[config.mk]
export PLATFORM = sky130hd
export DESIGN_NAME = uart_tx_ctrl
export DESIGN_NICKNAME = d
export VERILOG_FILES = /design/src/rtl/uart_tx_ctrl.sv
export SDC_FILE = /design/constraint.sdc
export NUM_CORES = 1
export LEC_CHECK = 0
export ABC_AREA = 1
export BUFFER_PORTS_ARGS = -buffer_cell sky130_fd_sc_hd__buf_2
export CAP_MARGIN = 10
export CORE_MARGIN = 10
export CORE_UTILIZATION = 40
export DETAILED_ROUTE_END_ITERATION = 12
export GPL_TIMING_DRIVEN = 0
export HOLD_SLACK_MARGIN = 0.03
export PLACE_DENSITY_LB_ADDON = 0.3
export SLEW_MARGIN = 30
export SYNTH_ARGS = -nofsm -noshare
export SYNTH_HDL_FRONTEND = slang
export SYNTH_SLANG_ARGS = --single-unit
[constraint.sdc]
create_clock -name Clk -period 1.41 [get_ports Clk]
set_input_delay 0.141 -clock Clk [delete_from_list [all_inputs] [get_ports Clk]]
set_output_delay 0.141 -clock Clk [all_outputs]
set_load 0.005 [all_outputs]
[src/rtl/uart_tx_ctrl.sv]
// rtl/uart_tx_ctrl.sv - UART transmit frame sequencer (start, data LSB first, optional parity, stop)
`timescale 1ns/1ps
module uart_tx_ctrl #(
  parameter int DATA_WIDTH = 8
) (
  input  logic                  Clk,
  input  logic                  RST,
  input  logic [DATA_WIDTH-1:0] P_DATA,
  input  logic                  Data_Valid,
  input  logic                  PAR_EN,
  input  logic                  par_bit,
  output logic                  TX_OUT,
  output logic                  busy,
  output logic                  frame_done
);

  localparam int CNT_W = (DATA_WIDTH > 1) ? $clog2(DATA_WIDTH) : 1;
  localparam logic [CNT_W-1:0] LAST_IDX = CNT_W'(DATA_WIDTH - 1);

  typedef enum logic [2:0] {
    ST_IDLE,
    ST_START,
    ST_DATA,
    ST_PARITY,
    ST_STOP
  } state_t;

  state_t                state_q,  state_d;
  logic [DATA_WIDTH-1:0] shift_q,  shift_d;
  logic [CNT_W-1:0]      cnt_q,    cnt_d;
  logic                  par_en_q, par_en_d;
  logic                  tx_q,     tx_d;
  logic                  busy_q,   busy_d;
  logic                  done_q,   done_d;

  always_ff @(posedge Clk or posedge RST) begin
    if (RST) begin
      state_q  <= ST_IDLE;
      shift_q  <= '0;
      cnt_q    <= '0;
      par_en_q <= 1'b0;
      tx_q     <= 1'b1;
      busy_q   <= 1'b0;
      done_q   <= 1'b0;
    end else begin
      state_q  <= state_d;
      shift_q  <= shift_d;
      cnt_q    <= cnt_d;
      par_en_q <= par_en_d;
      tx_q     <= tx_d;
      busy_q   <= busy_d;
      done_q   <= done_d;
    end
  end

  // Outputs are computed for the next state so the line bit is registered
  // and lands in the same cycle the state register enters that state.
  always_comb begin
    state_d  = state_q;
    shift_d  = shift_q;
    cnt_d    = cnt_q;
    par_en_d = par_en_q;
    tx_d     = tx_q;
    busy_d   = busy_q;
    done_d   = 1'b0;

    case (state_q)
      ST_IDLE: begin
        tx_d   = 1'b1;
        busy_d = 1'b0;
        if (Data_Valid) begin
          state_d  = ST_START;
          shift_d  = P_DATA;
          par_en_d = PAR_EN;
          cnt_d    = '0;
          tx_d     = 1'b0;
          busy_d   = 1'b1;
        end
      end

      ST_START: begin
        state_d = ST_DATA;
        tx_d    = shift_q[0];
        shift_d = shift_q >> 1;
        cnt_d   = '0;
      end

      ST_DATA: begin
        if (cnt_q == LAST_IDX) begin
          if (par_en_q) begin
            state_d = ST_PARITY;
            tx_d    = par_bit;
          end else begin
            state_d = ST_STOP;
            tx_d    = 1'b1;
          end
        end else begin
          cnt_d   = cnt_q + CNT_W'(1);
          tx_d    = shift_q[0];
          shift_d = shift_q >> 1;
        end
      end

      ST_PARITY: begin
        state_d = ST_STOP;
        tx_d    = 1'b1;
      end

      ST_STOP: begin
        state_d = ST_IDLE;
        tx_d    = 1'b1;
        busy_d  = 1'b0;
        done_d  = 1'b1;
      end

      default: begin
        state_d = ST_IDLE;
        tx_d    = 1'b1;
        busy_d  = 1'b0;
      end
    endcase
  end

  assign TX_OUT     = tx_q;
  assign busy       = busy_q;
  assign frame_done = done_q;

endmodule

==> impl_metrics.py <==
metrics = {
    "layout": {
        "multiInputGateArea_um2": 473,
        "fin_area_um2": 1160,
        "final_layout_size_suffix_gt1_share_pct": 28.3,
        "n_antenna_cell": 0,
        "register_area_um2": 454,
        "nets": 161,
        "fin_util_pct": 53.1,
        "fill_cells": 216,
        "area_delta_synth_final_pct": 28.6,
    },
    "global_route": {
        "grt-ovfl-total": 0,
        "antenna_found_initial": 0,
        "grt_first_pass_wirelength_mm": 3.48,
        "grt.total_usage_pct": 9.73,
        "grt_pass1_vias": 841,
        "grt_max_degree": 19,
    },
    "sta": {
        "period_minus_slack_ns": 1.38,
        "worst_pin_slew_ns": 0.693,
        "tns_ns": 0,
        "fin_skew_ns": 0.00131,
        "slew_headroom_pct": 53.7,
        "finalSetupViolCount": 0,
        "rsz0062_at_grt": "yes",
        "slew_violations": 0,
        "max_freq_ghz": 0.723,
        "hold_viol_final": 0,
        "worst_slack_ns": 0.0262,
        "period_share_pct": 98.1,
    },
    "synthesis": {
        "synth_nets": 136,
        "synth_area_leaders": "dfrtp_1, nand2_1, nand3_1, nor2_1, dfstp_2",
        "synthesis.area_um2": 905,
        "ys_ff_latch": 18,
        "yosys_warnings": 0,
        "synth_cell_types": 17,
        "yosysSeqAreaShare_pct": 49.9,
        "synth_top_area_share_pct": 47.0,
        "synth.avg_cell_area_um2": 7.48,
        "postSynthCellCount": 121,
        "yosysTopAreaCell": "dfrtp_1",
    },
    "power": {
        "peakVddDrop_mv": 1.08,
        "cellLeakagePower_nw": 0.626,
        "power_density_nw_per_um2": 2380,
    },
    "worst_setup_path": {
        "cp-start-kind": "register",
        "required_ns": 1.60,
        "cp_common_cell": "nand2_1",
        "worstSetupPathType": "register to register",
        "arrival_ns": 1.58,
        "slowest_stage": "dfrtp_1",
        "endpoint_kind": "register",
        "path_cells": "ha_2 -> ha_4 -> nand3_4 -> nand3_1 -> buf_6 -> nand2_1 -> nand2_1",
        "r2r-start": "cnt_q[1]",
        "crit_fanout": 10,
        "cpPeakStageDelay_ns": 0.40,
        "crit_family": "flip-flops",
        "crit_start": "cnt_q[1]",
        "cp_num_buf_inv": 1,
    },
    "cts": {
        "clk_pin_slew_ns": 0.10,
        "cts.sinks": 18,
        "htree_levels": 1,
        "cts_tree": "yes",
        "cts_buffers": 3,
        "insertion_delay_ns": 0.29,
        "cts_buffer_depth": 2,
        "root_buffer": "clkbuf_4",
    },
    "floorplan": {
        "die_x_um": 67.6,
        "start_util_pct": 41.3,
        "dieArea_um2": 4560,
        "io_pins": 16,
        "core-area_um2": 2190,
        "die_h_um": 67.6,
        "rows": 17,
    },
    "placed_design": {
        "post-place-ws_ns": -0.115,
        "place_congestion": 0.862,
        "place_area_um2": 1010,
        "place_hpwl_mm": 1.42,
        "portBuffers": 15,
    },
    "hold_path": {
        "hp-class": "input port to register",
        "worstHoldStart": "PAR_EN",
    },
    "drt": {
        "viasPerCell": 4.94,
        "final_antenna_net_count": 0,
        "num_vias": 855,
        "first_pass_iters": 4,
        "drc": 0,
        "wl_per_cell_um": 12.7,
        "initialDrtViolationCount": 35,
        "totalWireLength_mm": 2.19,
    },
    "status": {
        "outcome": "finished clean",
    },
    "job": {
        "drv_cap": 0,
    },
}
==> metal layers <==
layer	vias up	GRT usage (%)	wire, um
li1	431	-	-
met1	394	10.7	855
met2	24	16.7	1160
met3	6	2.64	136
met4	0	5.13	36
met5	-	0	0
==> state kept, by name (all words and copies together), names as in the netlist <==
register    flops
TX_OUT          1
busy            1
shift_q         8
state_q         3
par_en_q        1
frame_done      1
cnt_q           3
==> layout make-up <==
| type | count | share of cell area (%) |
|---|---|---|
| tap | 28 | 3.01 |
| buffer | 3 | 2.58 |
| clock buffer | 4 | 2.26 |
| sequential | 18 | 39.0 |
| inverter | 7 | 2.26 |
| timing repair buffer | 20 | 10.2 |
| multi-input combinational | 93 | 40.6 |
==> report_power, final <==
part | total [mW] | switching, mW | internal, mW
clock | 0.271 | 0.161 | 0.110
combinational | 1.54 | 0.932 | 0.612
sequential | 0.951 | 0.187 | 0.764
==> kinds of logic (layout without fill, tap and decap cells) <==
kind of cell             Yosys count  after routing  share of synthesized area (%)
AO/OA/AOI/OAI                      7              7                           3.87
adder cells (fa/ha/maj)            2              2                           2.77
buffers and inverters             10             34                           5.12
flip-flops                        18             18                           49.9
AND/OR/NAND/NOR                   84             84                           38.3
==> cell usage after synthesis, drive strengths merged <==
cell type  number
nor2           12
a21oi           3
nand2          57
dfrtp          17
nor3            2
o21ai           4
nand3          12
dfstp           1
ha              2
inv             7
nand3b          1
buf             3
==> path summary, 6_finish.rpt <==
check / end / slack [ns] / cells past startpoint
worst min-delay path: par_en_q / 0.09 / 3
worst min register to register: shift_q[3] / 0.49 / 2
min in group asynchronous: shift_q[3] / 0.49 / 3
max in group asynchronous: state_q[0] / 0.44 / 3
worst max-delay path: shift_q[5] / 0.03 / 7
worst max register to register: shift_q[5] / 0.03 / 7
==> tightest hold or removal path, cell delays in order <==
cell,delay (ns)
buf_2,0.07
nor2_1,0.03
a21oi_1,0.10
==> cell usage in the layout, fill, tap and decap left out, drive strengths merged <==
| cell | instances |
|---|---|
| clkbuf | 4 |
| nor2 | 12 |
| dfstp | 1 |
| nand3 | 12 |
| nor3 | 2 |
| o21ai | 4 |
| ha | 2 |
| inv | 7 |
| nand2 | 57 |
| dlygate4sd3 | 1 |
| dfrtp | 17 |
| buf | 22 |
| a21oi | 3 |
| nand3b | 1 |
==> per-stage QoR <==
stage	std cells	power, mW	hold slack [ns]
after floorplan	121	1.85	0.0788
after global placement	164	2.12	0.282
after detailed placement	164	2.16	0.287
after CTS	172	2.57	0.0850
after global routing	173	3.02	0.140
final	173	2.77	0.0941
==> what timing repair did <==
action | in CTS | in global routing
hold buffers | 1 | 0
endpoints found under the hold margin | 17 | 0
setup endpoints to repair | 10 | 14
pin swaps | 1 | 3
resized for setup | 8 | 17
setup buffers | 2 | 1
gates cloned | 1 | 0
Note: power is estimated with default switching activity, not from simulation.
